[config.mk]
export PLATFORM = sky130hd
export DESIGN_NAME = slice_cmp_cascade
export DESIGN_NICKNAME = d
export VERILOG_FILES = /design/src/rtl/slice_cmp_cascade.sv
export SDC_FILE = /design/constraint.sdc
export NUM_CORES = 1
export LEC_CHECK = 0
export ABC_CLOCK_PERIOD_IN_PS = 1600
export CAP_MARGIN = 0
export CORE_AREA = 2 2 40 42
export CTS_BUF_LIST = sky130_fd_sc_hd__clkbuf_2 sky130_fd_sc_hd__clkbuf_4 sky130_fd_sc_hd__clkbuf_8
export DETAILED_ROUTE_END_ITERATION = 8
export DIE_AREA = 0 0 42 44
export HOLD_SLACK_MARGIN = 0.08
export PLACE_DENSITY = 0.73
export RECOVER_POWER = 50
export SETUP_SLACK_MARGIN = 0.5
export SYNTH_ARGS = -nofsm -noshare
export SYNTH_HDL_FRONTEND = slang
export SYNTH_SLANG_ARGS = --single-unit
[constraint.sdc]
create_clock -name clk -period 1.6 [get_ports clk]
set_input_delay 0.32 -clock clk [delete_from_list [all_inputs] [get_ports clk]]
set_output_delay 0.32 -clock clk [all_outputs]
set_load 0.05 [all_outputs]
[src/rtl/slice_cmp_cascade.sv]
// slice_cmp_cascade
// Resolves the magnitude relation of a wide operand pair from a stream of
// 2-bit slice comparator results, which arrive MSB slice first. One word is
// SLICES slices (2*SLICES bits). The word result is offered on a valid/ready port.
//
// Ports:
//   clk, rst_n           clock (rising edge), asynchronous active-low reset
//   start                begin a new word (sampled in IDLE, or in DONE on result accept)
//   in_valid/in_ready    slice handshake; in_ready is decoded from state only
//   f1/f2/f3             slice code: a>b / a==b / a<b (exactly one bit must be set)
//   out_valid/out_ready  word result handshake
//   gt/eq/lt/err         word result; err forces gt=eq=lt=0
//   busy                 high while scanning slices
module slice_cmp_cascade #(
  parameter int unsigned SLICES = 4
) (
  input  logic clk,
  input  logic rst_n,
  input  logic start,
  input  logic in_valid,
  output logic in_ready,
  input  logic f1,
  input  logic f2,
  input  logic f3,
  output logic out_valid,
  input  logic out_ready,
  output logic gt,
  output logic eq,
  output logic lt,
  output logic err,
  output logic busy
);

  localparam int unsigned CntW = (SLICES > 1) ? $clog2(SLICES) : 1;
  localparam logic [CntW-1:0] LastIdx = CntW'(SLICES - 1);
  // Accumulator uses the slice code layout {gt,eq,lt}
  localparam logic [2:0] AccEq = 3'b010;

  typedef enum logic [1:0] {StIdle, StScan, StDone} state_e;

  state_e          r_state;
  logic [CntW-1:0] r_cnt;
  logic [2:0]      r_acc;
  logic            r_err_flag;
  logic            r_out_valid;
  logic            r_gt;
  logic            r_eq;
  logic            r_lt;
  logic            r_err;
  logic            r_busy;

  logic [2:0] w_code;
  logic       w_legal;
  logic       w_accept;
  logic [2:0] w_acc_next;
  logic       w_err_next;

  assign w_code   = {f1, f2, f3};
  assign w_legal  = (w_code == 3'b100) || (w_code == 3'b010) || (w_code == 3'b001);
  assign in_ready = (r_state == StScan);
  assign w_accept = in_valid & in_ready;

  // First non-equal slice (MSB first) decides; later slices cannot override it
  assign w_acc_next = (w_legal && (r_acc == AccEq)) ? w_code : r_acc;
  assign w_err_next = r_err_flag | ~w_legal;

  always_ff @(posedge clk or negedge rst_n) begin
    if (!rst_n) begin
      r_state     <= StIdle;
      r_cnt       <= '0;
      r_acc       <= AccEq;
      r_err_flag  <= 1'b0;
      r_out_valid <= 1'b0;
      r_gt        <= 1'b0;
      r_eq        <= 1'b0;
      r_lt        <= 1'b0;
      r_err       <= 1'b0;
      r_busy      <= 1'b0;
    end else begin
      case (r_state)
        StIdle: begin
          if (start) begin
            r_state    <= StScan;
            r_cnt      <= '0;
            r_acc      <= AccEq;
            r_err_flag <= 1'b0;
            r_busy     <= 1'b1;
          end
        end
        StScan: begin
          // start is ignored here; every slice is consumed to keep the stream aligned
          if (w_accept) begin
            r_acc      <= w_acc_next;
            r_err_flag <= w_err_next;
            r_cnt      <= r_cnt + CntW'(1);
            if (r_cnt == LastIdx) begin
              r_state             <= StDone;
              r_busy              <= 1'b0;
              r_out_valid         <= 1'b1;
              {r_gt, r_eq, r_lt}  <= w_err_next ? 3'b000 : w_acc_next;
              r_err               <= w_err_next;
            end
          end
        end
        StDone: begin
          // Result registers hold until the next load, even after acceptance
          if (out_ready) begin
            r_out_valid <= 1'b0;
            if (start) begin
              r_state    <= StScan;
              r_cnt      <= '0;
              r_acc      <= AccEq;
              r_err_flag <= 1'b0;
              r_busy     <= 1'b1;
            end else begin
              r_state <= StIdle;
            end
          end
        end
        default: begin
          r_state <= StIdle;
          r_busy  <= 1'b0;
        end
      endcase
    end
  end

  assign out_valid = r_out_valid;
  assign gt        = r_gt;
  assign eq        = r_eq;
  assign lt        = r_lt;
  assign err       = r_err;
  assign busy      = r_busy;

endmodule

# Yosys cells after proc, flatten, opt, wreduce, memory -nomap -nowiden
# Cells that the tools add are included.
[classes]
reduce_logical = 11
n_eq_ne = 11
addsub = 1
bitwise_logic = 3
muxes = 29
[ops]
columns = ["op", "count"]
rows = [
  ["3-bit 2-to-1 mux", 5],
  ["2-bit 2-to-1 mux", 7],
  ["2-bit case mux with 3 select lines", 2],
  ["1-bit 2-to-1 mux", 11],
  ["3-bit case mux with 3 select lines", 1],
  ["3-bit AND reduction", 3],
  ["4-bit AND reduction", 2],
  ["3-bit by 2-bit equality test with 1-bit output (second input constant)", 2],
  ["1-bit case mux with 3 select lines", 2],
  ["2-bit equality test (second input constant)", 2],
  ["2-bit by 1-bit inequality test with 1-bit output (second input constant)", 2],
  ["2-bit inequality test (second input constant)", 2],
  ["3-bit by 1-bit equality test with 1-bit output (second input constant)", 1],
  ["3-bit equality test (second input constant)", 1],
  ["3-bit nonzero test", 1],
  ["2-bit by 1-bit adder with 2-bit output (second input constant)", 1],
  ["2-bit by 1-bit equality test with 1-bit output (second input constant)", 1],
  ["2-bit zero test", 1],
  ["1-bit logical OR", 2],
  ["1-bit case mux with 2 select lines", 1],
  ["2-bit nonzero test", 1],
  ["1-bit bitwise AND", 1],
  ["1-bit logical AND", 1],
  ["1-bit inverter", 1],
  ["1-bit bitwise OR", 1],
]
[word_totals]
elab_cells = 65
out_inout_bits = 7
inputBits = 8
register_bits = 14

# Logic depth before layout (Yosys ltp)
# Gate-level depths: netlist (run 1).
[logic_depth]
word_depth = 7
ltp_mapped = 4
ltp_nobuf = 4

# Worst setup path before layout (run 1)
# OpenSTA, ideal clock, no wires.
[synth_path]
path_kind = "register -> register"
startpoint = "register r_state[0]"
endpoint = "register r_err_flag"
arrival_ns = 1.526
path_stages_with_launch = 4
setup_ns = 0.070
setup_slack_ns = 0.004
cell_sequence = "dfrtp_1 -> clkbuf_2 -> nor2b_1 -> a32o_1"
[synth_between]
elab_chain_cells = 4
elab_cells_between_ends = 9
cone_classes = "4 x eq/ne; 1 x mux; 1 x bitwise; 3 x reduce/logical"
[synth_rtl]
columns = ["element", "line_no", "rtl"]
rows = [
  ["start, declared", "41", "state_e r_state;"],
  ["start signal, assigned", "69", "r_state <= StIdle;"],
  ["start signal, assigned", "83", "r_state <= StScan;"],
  ["start signal, assigned", "97", "r_state <= StDone;"],
  ["2-bit by 1-bit equality test with 1-bit output *", "60", "assign in_ready = (r_state == StScan);"],
  ["net in_ready", "21", "output logic in_ready,"],
  ["1-bit bitwise AND", "61", "assign w_accept = in_valid & in_ready;"],
  ["2-bit by 1-bit inequality test with 1-bit output (no source line)", "-", ""],
  ["3-bit AND reduction (no source line)", "-", ""],
  ["end signal, assigned", "94", "r_err_flag <= w_err_next;"],
  ["end, declared", "44", "logic r_err_flag;"],
]
# The timed path passes the listed nets; every way through them passes the cells marked *.
# A chain may end at the register's enable or synchronous reset.

# Worst setup path after layout (run 1)
[layout_path]
startpoint = "register r_state[0]"
endpoint = "register r_err_flag"
[layout_between]
elab_chain_cells = 4
elab_cells_between_ends = 9
cone_classes = "4 x eq/ne; 1 x mux; 1 x bitwise; 3 x reduce/logical"
[layout_rtl]
columns = ["element", "line_no"]
rows = [
  ["2-bit by 1-bit equality test with 1-bit output", "60, 80"],
  ["1-bit bitwise AND", "61"],
  ["2-bit by 1-bit inequality test with 1-bit output (no source line)", "-"],
  ["3-bit AND reduction (no source line)", "-"],
]
# Parallel ways exist; a longest one is shown, timed or not.

==> results.txt, run 1 <==
Outcome - complete, no violations
Minimum clock period - 1.42 ns
Syn_nets - 73
Area of the multi-input gates - 454 µm²
Cts hold-fix bufs - 0
Final TNS setup - 0 ns
Reg area - 354 µm²
CTS root buffer - clkbuf_4
Routed WL per cell - 18.6 µm
Max-slew violations - 0
DR iter-0 viols - 15
Synth top area share - 49.0%
Starting Density - 46.8%
Clk_lat worst skew - 0.29 ns
Post-route ant nets - 0
Core area - 1420 µm²
Post-DP HPWL - 1.01 mm
Mapped Area - 664 µm²
Number of library cell types mapped by synthesis - 23
Synth top area cells - dfrtp_1 49%, o21ai_0 5.3%, nand2_1 4.5%
Fillers - 73
Ports - 15
Via count - 702
Synth Register Bits - 14
Final worst-path cycle share - 88.6%
Antenna cell count - 0
Crit path DAT - 1.59 ns
Number of port buffers - 14
TritonRoute pass-1 iters - 4
Sequential area share after synthesis - 52.9%
MaxCap Viol Count - 0
Mapped Avg Cell Area - 10.4 µm²
CTS tree - done
Setup CP Type - reg2reg
Reg-to-Reg Start - r_state[0]$_DFFE_PN0P_
Vias in the first global route - 574
GRT Util Overall - 19.6%
DRC - 0
Synth Area in Compound Gates - 20.7%
HP Start - r_err_flag$_DFFE_PN0P_
Slew headroom - 50.0%
Worst Tran Pin Value - 0.750 ns
CP max FO - 8
Largest family of logic cells by synthesized area - compound AO/OA/AOI/OAI gates
Final Skew - 0.0167 ns
Lkg Pwr - 0.546 nW
Synth Area in Simple Gates - 17.1%
Setup crit end kind - flip-flop
Final setup fails - 0
Synth warnings - 0
Setup crit start - r_state[0]$_DFFE_PN0P_
Clock Path Buffers - 2
Clock transition at path regs - 0.09 ns
Row cnt - 14
Via density - 5.75
Sink Count - 14
DIE HEIGHT - 44 µm
Fin util - 86.3%
DRT Wirelength - 2.27 mm
Post-Synthesis Cells - 64
NumNets Final - 116
Peak VDD IR - 1.05 mV
Final Worst Setup Slack - 0.183 ns
Xor/xnor share of the synthesized area - 2.64%
Required @ worst endpoint - 1.77 ns
Area Growth Syn to Fin - 84.4%
First-pass GRT wire length - 2.62 mm
RSZ-0062 raised after global routing - true
Endpoints failing hold - 0
Final global-route overflow total - 0
Die W - 42 µm
DP Worst Slack - -0.0641 ns
HP Class - reg2reg
Initial antenna violation count - 0
Die area - 1850 µm²
TritonCTS Buffers - 3
Layout cells sized above 1 - 56.6%
RePlAce Congestion - 0.804
Leading area contributor after synthesis - dfrtp_1
Startpoint class of the critical path - flip-flop
Synth Area in Adders - 1.88%
Largest net degree at the start of global routing - 15
Mux cell area share after synthesis - 1.69%
Cell area power density - 1750 nW/µm²
H-tree levels - 1
Fmax - 706 MHz
layout by cell type, fill, tap and decap left out, types with 2 or more instances in the layout:
| cell type | netlist | final |
|---|---|---|
| o21ai_4 | 0 | 2 |
| nand2_1 | 8 | 5 |
| o211ai_1 | 3 | 3 |
| nand3b_1 | 2 | 2 |
| clkbuf_4 | 0 | 4 |
| dlygate4sd2_1 | 0 | 2 |
| dfrtp_2 | 0 | 2 |
| o31ai_2 | 0 | 2 |
| nor4b_2 | 0 | 2 |
| o21ai_1 | 0 | 4 |
| buf_4 | 0 | 19 |
| clkdlybuf4s50_1 | 0 | 2 |
| dfrtp_1 | 13 | 11 |
| nand2_2 | 0 | 3 |
| buf_6 | 0 | 7 |
| a21oi_1 | 5 | 2 |
| a21oi_2 | 0 | 3 |
| nor2b_4 | 0 | 2 |
| clkbuf_1 | 0 | 2 |
| buf_12 | 0 | 2 |
| clkdlybuf4s15_1 | 0 | 2 |
| inv_1 | 4 | 4 |
synthesized netlist by cell type:
cell and count:
nand3b_1 2, dfrtp_1 13, clkbuf_2 1, nor2b_1 3
nand2_1 8, or3_1 1, xnor2_1 1, inv_1 4
nor3_1 1, nand4b_2 1, o21ai_0 7, a21oi_1 5
xor2_1 1, o211ai_1 3, dfstp_2 1, ha_1 1
mux2_2 1, nand2b_1 1, a32o_1 1, o2bb2ai_1 1
o31ai_1 4, nor4b_1 2, o22ai_1 1
critical path: stages (launching register included):
cell     delay [ns]
dfrtp_2        0.42
buf_4          0.14
buf_8          0.13
nor2b_1        0.26
o21ai_4        0.12
a32o_1         0.22
layer usage:
layer | vias to the layer above | part of all wire (%) | GRT usage, %
li1 | 324 | - | -
met1 | 344 | 41 | 23.5
met2 | 30 | 52 | 33.8
met3 | 4 | 4.9 | 7.92
met4 | 0 | 1.9 | 3.87
met5 | - | 0 | 0
area by class of cell:
class | count | share of cell area [%]
clock buffer | 4 | 2.45
inverter | 4 | 1.23
multi-input combinational | 46 | 37.1
sequential | 14 | 28.9
tap | 16 | 1.63
timing repair buffer | 38 | 28.7
repair_timing:
item | in CTS | in global routing
gates cloned | 1 | 0
pin swaps | 7 | 5
setup endpoints to repair | 18 | 18
setup buffers | 7 | 13
gates resized for setup | 31 | 22
metrics by stage:
step                cells  power (mW)  area (µm²)  hold WS [ns]
floorplan              64        1.11         696        0.0244
global placement       97        1.36         880         0.459
detailed placement     97        1.38         880         0.477
CTS                   109        1.80        1060         0.345
global route          122        2.23        1220         0.553
finish                122        2.14        1220         0.536
final timing paths:
path / to / slack, ns / depth (start not counted)
setup / recovery: r_err_flag$_DFFE_PN0P_ / 0.18 / 5
hold / removal: r_err_flag$_DFFE_PN0P_ / 0.54 / 1
setup reg to reg: r_err_flag$_DFFE_PN0P_ / 0.18 / 5
hold reg to reg: r_err_flag$_DFFE_PN0P_ / 0.54 / 1
max in group asynchronous: r_state[0]$_DFFE_PN0P_ / 0.49 / 2
min in group asynchronous: r_state[1]$_DFFE_PN0P_ / 0.60 / 2
cells by family after synthesis:
group / after synthesis
xor+xnor: 2
mux: 1
fa+ha+maj: 1
simple gates: 19
flops: 14
buf+inv: 5
compound gates: 22
registers in the layout, summed over array words and instances, names as in the netlist:
register and cells:
busy 1, eq 1, err 1, gt 1, lt 1, out_valid 1
r_acc 3, r_cnt 2, r_err_flag 1, r_state 2
report_power, final:
group | internal [mW] | leakage [nW] | switching (mW)
clock network | 0.114 | 0.0184 | 0.119
registers | 0.492 | 0.165 | 0.138
logic | 0.638 | 0.363 | 0.640
Power figures use the tool's default switching activity.
==> run 2, diff against run 1 <==
HOLD_SLACK_MARGIN = 0.03   (was 0.08)
==> results of run 2 <==
Same layout as run 1: the final DEF is identical, and so are final timing and power.
